File: src/rtl/controle_fluxo_pc.sv
// Control-flow sequencer for the stack CPU program counter: fetch/decode/execute loop,
// one-hot PC strobes and the CALL/RET return-address stack.
module controle_fluxo_pc #(
    parameter int DATA_WIDTH = 16,
    parameter int ADDR_WIDTH = 16,
    parameter int RS_DEPTH   = 8
) (
    input  logic                        clock,
    input  logic                        reset,
    input  logic                        run,
    input  logic [DATA_WIDTH-1:0]       instr,
    input  logic [ADDR_WIDTH-1:0]       pc_value,
    input  logic                        t_zero,
    input  logic                        es_busy,
    output logic                        instr_read,
    output logic                        pc_step,
    output logic                        pc_branch,
    output logic                        pc_return,
    output logic                        pc_hold,
    output logic [10:0]                 pc_offset,
    output logic [ADDR_WIDTH-1:0]       ret_addr,
    output logic                        alu_en,
    output logic [4:0]                  alu_op,
    output logic [$clog2(RS_DEPTH):0]   rs_count,
    output logic                        halted,
    output logic                        stack_err
);

    localparam int PTR_W = $clog2(RS_DEPTH);
    localparam int CNT_W = PTR_W + 1;

    localparam logic [4:0] OP_NOP  = 5'b00000;
    localparam logic [4:0] OP_JMP  = 5'b00001;
    localparam logic [4:0] OP_JZ   = 5'b00010;
    localparam logic [4:0] OP_CALL = 5'b00011;
    localparam logic [4:0] OP_RET  = 5'b00100;
    localparam logic [4:0] OP_HALT = 5'b00101;

    typedef enum logic [2:0] {
        S_IDLE,
        S_FETCH,
        S_DECODE,
        S_EXEC,
        S_WAIT_ES,
        S_HALT,
        S_FAULT
    } state_t;

    state_t                  state_q, state_d;
    logic [DATA_WIDTH-1:0]   ir_q, ir_d;
    logic                    instr_read_q, instr_read_d;
    logic                    pc_step_q, pc_step_d;
    logic                    pc_branch_q, pc_branch_d;
    logic                    pc_return_q, pc_return_d;
    logic                    pc_hold_q, pc_hold_d;
    logic                    alu_en_q, alu_en_d;
    logic                    halted_q, halted_d;
    logic                    stack_err_q, stack_err_d;
    logic [10:0]             pc_offset_q, pc_offset_d;
    logic [ADDR_WIDTH-1:0]   ret_addr_q, ret_addr_d;
    logic [4:0]              alu_op_q, alu_op_d;
    logic [CNT_W-1:0]        rs_count_q, rs_count_d;

    logic [ADDR_WIDTH-1:0]   stack_q [RS_DEPTH];
    logic                    push_en;
    logic [ADDR_WIDTH-1:0]   push_data;
    logic [PTR_W-1:0]        push_ptr;
    logic [PTR_W-1:0]        top_ptr;
    logic                    rs_full;
    logic                    rs_empty;
    logic [4:0]              opcode;

    assign opcode    = ir_q[15:11];
    assign push_data = pc_value + ADDR_WIDTH'(1);
    assign push_ptr  = rs_count_q[PTR_W-1:0];
    assign top_ptr   = PTR_W'(rs_count_q - CNT_W'(1));
    assign rs_full   = (rs_count_q == CNT_W'(RS_DEPTH));
    assign rs_empty  = (rs_count_q == '0);

    always_comb begin
        state_d      = state_q;
        ir_d         = ir_q;
        instr_read_d = 1'b0;
        pc_step_d    = 1'b0;
        pc_branch_d  = 1'b0;
        pc_return_d  = 1'b0;
        pc_hold_d    = 1'b0;
        alu_en_d     = 1'b0;
        halted_d     = 1'b0;
        stack_err_d  = stack_err_q;
        pc_offset_d  = pc_offset_q;
        ret_addr_d   = ret_addr_q;
        alu_op_d     = alu_op_q;
        rs_count_d   = rs_count_q;
        push_en      = 1'b0;

        case (state_q)
            S_IDLE: begin
                if (run) begin
                    state_d = S_FETCH;
                end
            end
            S_FETCH: begin
                state_d = S_DECODE;
            end
            S_DECODE: begin
                ir_d    = instr;
                state_d = S_EXEC;
            end
            S_EXEC: begin
                if (es_busy) begin
                    pc_hold_d = 1'b1;
                    state_d   = S_WAIT_ES;
                end else begin
                    state_d     = S_FETCH;
                    pc_offset_d = ir_q[10:0];
                    case (opcode)
                        OP_NOP: pc_step_d = 1'b1;
                        OP_JMP: pc_branch_d = 1'b1;
                        OP_JZ: begin
                            if (t_zero) begin
                                pc_branch_d = 1'b1;
                            end else begin
                                pc_step_d = 1'b1;
                            end
                        end
                        OP_CALL: begin
                            // A full stack faults without touching its contents
                            if (rs_full) begin
                                pc_hold_d = 1'b1;
                                state_d   = S_FAULT;
                            end else begin
                                push_en     = 1'b1;
                                rs_count_d  = rs_count_q + CNT_W'(1);
                                pc_branch_d = 1'b1;
                            end
                        end
                        OP_RET: begin
                            if (rs_empty) begin
                                pc_hold_d = 1'b1;
                                state_d   = S_FAULT;
                            end else begin
                                ret_addr_d  = stack_q[top_ptr];
                                rs_count_d  = rs_count_q - CNT_W'(1);
                                pc_return_d = 1'b1;
                            end
                        end
                        OP_HALT: begin
                            pc_hold_d = 1'b1;
                            state_d   = S_HALT;
                        end
                        default: begin
                            alu_en_d  = 1'b1;
                            alu_op_d  = opcode;
                            pc_step_d = 1'b1;
                        end
                    endcase
                end
            end
            S_WAIT_ES: begin
                // Instruction stays in ir_q; it re-executes without a new fetch
                pc_hold_d = es_busy;
                if (!es_busy) begin
                    state_d = S_EXEC;
                end
            end
            S_HALT: begin
                halted_d  = 1'b1;
                pc_hold_d = 1'b1;
            end
            S_FAULT: begin
                stack_err_d = 1'b1;
                pc_hold_d   = 1'b1;
            end
            default: begin
                state_d = S_IDLE;
            end
        endcase

        instr_read_d = (state_d == S_FETCH);
    end

    always_ff @(posedge clock) begin
        if (reset) begin
            state_q      <= S_IDLE;
            instr_read_q <= 1'b0;
            pc_step_q    <= 1'b0;
            pc_branch_q  <= 1'b0;
            pc_return_q  <= 1'b0;
            pc_hold_q    <= 1'b0;
            alu_en_q     <= 1'b0;
            halted_q     <= 1'b0;
            stack_err_q  <= 1'b0;
            pc_offset_q  <= '0;
            ret_addr_q   <= '0;
            alu_op_q     <= '0;
            rs_count_q   <= '0;
        end else begin
            state_q      <= state_d;
            instr_read_q <= instr_read_d;
            pc_step_q    <= pc_step_d;
            pc_branch_q  <= pc_branch_d;
            pc_return_q  <= pc_return_d;
            pc_hold_q    <= pc_hold_d;
            alu_en_q     <= alu_en_d;
            halted_q     <= halted_d;
            stack_err_q  <= stack_err_d;
            pc_offset_q  <= pc_offset_d;
            ret_addr_q   <= ret_addr_d;
            alu_op_q     <= alu_op_d;
            rs_count_q   <= rs_count_d;
        end
    end

    // Instruction register and stack storage carry data only; no reset needed
    always_ff @(posedge clock) begin
        ir_q <= ir_d;
        if (push_en && !reset) begin
            stack_q[push_ptr] <= push_data;
        end
    end

    assign instr_read = instr_read_q;
    assign pc_step    = pc_step_q;
    assign pc_branch  = pc_branch_q;
    assign pc_return  = pc_return_q;
    assign pc_hold    = pc_hold_q;
    assign pc_offset  = pc_offset_q;
    assign ret_addr   = ret_addr_q;
    assign alu_en     = alu_en_q;
    assign alu_op     = alu_op_q;
    assign rs_count   = rs_count_q;
    assign halted     = halted_q;
    assign stack_err  = stack_err_q;

endmodule

File: config.mk
export PLATFORM = sky130hd
export DESIGN_NAME = controle_fluxo_pc
export DESIGN_NICKNAME = d
export VERILOG_FILES = /design/src/rtl/controle_fluxo_pc.sv
export SDC_FILE = /design/constraint.sdc
export NUM_CORES = 1
export LEC_CHECK = 0
export BUFFER_PORTS_ARGS = -buffer_cell sky130_fd_sc_hd__buf_2
export CAP_MARGIN = 20
export CORE_ASPECT_RATIO = 0.6
export CORE_MARGIN = 10
export CORE_UTILIZATION = 40
export CTS_BUF_LIST = sky130_fd_sc_hd__clkbuf_8
export CTS_CLUSTER_SIZE = 12
export DETAILED_ROUTE_END_ITERATION = 7
export HOLD_SLACK_MARGIN = 0.12
export MAX_ROUTING_LAYER = met4
export PLACE_DENSITY = 0.69
export SETUP_SLACK_MARGIN = 0.2
export SYNTH_ARGS = -nofsm -noshare
export SYNTH_HDL_FRONTEND = slang
export SYNTH_SLANG_ARGS = --single-unit
File: constraint.sdc
create_clock -name clock -period 3.2 [get_ports clock]
set_clock_uncertainty 0.1 [all_clocks]
set_input_delay 0.32 -clock clock [delete_from_list [all_inputs] [get_ports clock]]
set_output_delay 0.32 -clock clock [all_outputs]
set_load 0.1 [all_outputs]
==> metrics <==
Post-synth EDFFs=144; vias per inst=5.29; die width=198 microns; ys async rst share=0%; htree depth=4; critical path capture point type=flop; Cells after Synth=476; Synth Register Bits=191; Clock Path Buffers=2; fin. max-slew vios=0; Unique masters post-synth=46; Ys Warns=0; total track usage=13.9%; first-pass GRT wire length=25.9 mm; nets=618; Routed wire per std cell=19.7 microns; CTS sink count=191; status=finished clean; fin crit period=2.62 ns; Post-CTS Resized=0; Syn Nets=516; GPL Wtd Cong=0.815; 1st-iter DRT viols=406; pre-CTS WS=0.616 ns; chip height=127 microns; die area=25100 sq um; CP max stage delay=0.57 ns; Initial Utilization=41.3%; final WL=16.4 mm; crit share post-route=81.9%; Crit-path slowest cell=nor2_4; Min-Delay Startpoint=t_zero; CP Launch Point=rs_count[1]; buffers plus inverters on the worst setup path=1; Ports=81; vias in the first global route=4482; PwrDens=501 nW/um^2; Core Area=18400 sq um; grt total ovfl=0; Peak VDD IR=210 uV; CP Data Required Time=3.21 ns; Crit path max-delay family=simple AND/OR/NAND/NOR gates; Routed Antenna Nets=0; crit path cell chain=inv_1 > ha_1 > nor2b_1 > a21oi_1 > nand3_2 > nor2_4; Main synth FF type=edfxtp_1; Mapped Area=7590 sq um; register area share after synthesis=69.4%; HPWL after DPL=10.8 mm; DRC viols=0; Setup crit start kind=flop; largest net degree at the start of global routing=49; TNS Setup=0 ns; final setup fails=0; count leader, synth=edfxtp_1; RSZ-0062 raised after global routing=false; worst-path maximum fanout=16; final hold vios=0; drt pass-1 iters=5; worst slew pin tran=0.883 ns; share of the synthesized area in the top cell type=57.0%; post-CTS setup buffers=0; Slew HR=40.3%; Crit Path Category=reg -> reg; via count=4405; Cells after DPL=782; Pleak=3.04 nW; PnR worst setup slack=0.579 ns; Port-buffer cells=80; Layout Cells excl Fill=833; CTS tree=built; Rows=38; Worst R2R Start=rs_count[1]; most frequent cells after synthesis=144 x edfxtp_1, 47 x dfxtp_1, 40 x nor2_1, 33 x nand2_1, 32 x mux4_2; clock transition at the registers of the reported paths=0.10 ns; leading area contributor after synthesis=edfxtp_1; clock latency on the worst-skew pair=0.47 ns; CTS Buf Count=17; initial antenna violation count=2; root buffer cell=clkbuf_8; top post-synthesis cells by area=edfxtp_1 57%, dfxtp_1 12%, mux4_2 9.5%; MaxCap Viol Count=0; Arrival @ worst endpoint=2.63 ns; Post-Syn Area per Cell=15.9 sq um; layout cell share with drive strength beyond 1=32.3%; Hold WC Path Type=in -> reg; Area Overhead vs Synth=17.2%; Fmax=0.382 GHz
==> per-layer routing <==
layer | up-vias | share of wire, % | track usage [%]
li1 | 2036 | - | -
met1 | 2213 | 45 | 18.0
met2 | 138 | 48 | 20.7
met3 | 18 | 5.8 | 3.86
met4 | 0 | 1.5 | 4.59
met5 | - | 0 | -
==> cells in the final DEF (no fill, tap or decap), drive strengths merged, types with 4 or more instances in the layout <==
cell / synthesis / routed
edfxtp: 144 / 144
buf: 11 / 94
dfxtp: 47 / 47
nor2: 40 / 40
nand2: 33 / 33
mux4: 32 / 32
a211oi: 22 / 22
mux2i: 20 / 20
a21oi: 18 / 18
clkbuf: 17 / 17
dlygate4sd3: 0 / 17
inv: 6 / 15
nand3: 10 / 10
nor3: 10 / 10
xnor2: 9 / 9
o21ai: 8 / 8
xor2: 8 / 8
nor2b: 6 / 6
nand4: 4 / 4
==> timing repair <==
action                                 in CTS  in global routing
hold buffers                               17                  0
setup endpoints to repair                   0                  0
endpoints found under the hold margin      17                  0
==> worst min-delay path: stages <==
cell and delay [ns]:
buf_2 0.08, a21oi_1 0.07, nor2_1 0.09, and3_1 0.15
==> registers in the layout (all words and copies together), names as in the netlist <==
name,count
ir_q,16
pc_step,1
alu_op,5
instr_read,1
stack_err,1
stack_q,128
rs_count,4
alu_en,1
halted,1
pc_branch,1
ret_addr,16
pc_return,1
pc_offset,11
state_q,3
pc_hold,1
==> metrics by stage <==
step / total power [W] / cell area, sq um / utilization, % / hold WS (ns)
3_3_place_gp: 0.00294 / 8330 / 45.4 / 0.341
2_1_floorplan: 0.00288 / 7650 / - / 0.319
5_1_grt: 0.00463 / 8890 / 48.5 / 0.157
6_report: 0.00445 / 8890 / 48.5 / 0.159
4_1_cts: 0.00449 / 8890 / 48.4 / 0.120
3_5_place_dp: 0.00295 / 8330 / 45.4 / 0.347
==> final cells by class <==
type	instances	area [sq um]
inverter	6	22.5
multi-input combinational	251	2240
antenna	2	5.00
clock buffer	17	234
sequential	191	5270
timing repair buffer	111	676
clock inverter	15	149
fill	1544	9460
tap	240	300
==> final timing paths <==
check	end	slack, ns	cells past startpoint
min	pc_branch	0.16	4
max	stack_q[6][4]	0.58	6
min reg2reg	pc_offset[4]	0.36	2
max reg2reg	stack_q[6][4]	0.58	6
==> cells by family (layout without fill, tap and decap cells) <==
group                    Yosys count  count (layout)  synth area share (%)
adder cells (fa/ha/maj)            3               3                 0.495
XOR/XNOR                          17              17                  1.96
AO/OA/AOI/OAI                     59              59                  6.32
buffers and inverters             34             149                  2.06
multiplexers                      54              54                  12.4
other                              0               2                     0
flip-flops                       191             191                  69.4
AND/OR/NAND/NOR                  118             118                  7.34
==> where the power goes <==
part,total (W),internal [W],switching [W]
registers,0.00271,0.00269,0.0000240
clock network,0.00154,0.000642,0.000894
logic,0.000204,0.0000648,0.000139
Power figures use the tool's default switching activity.
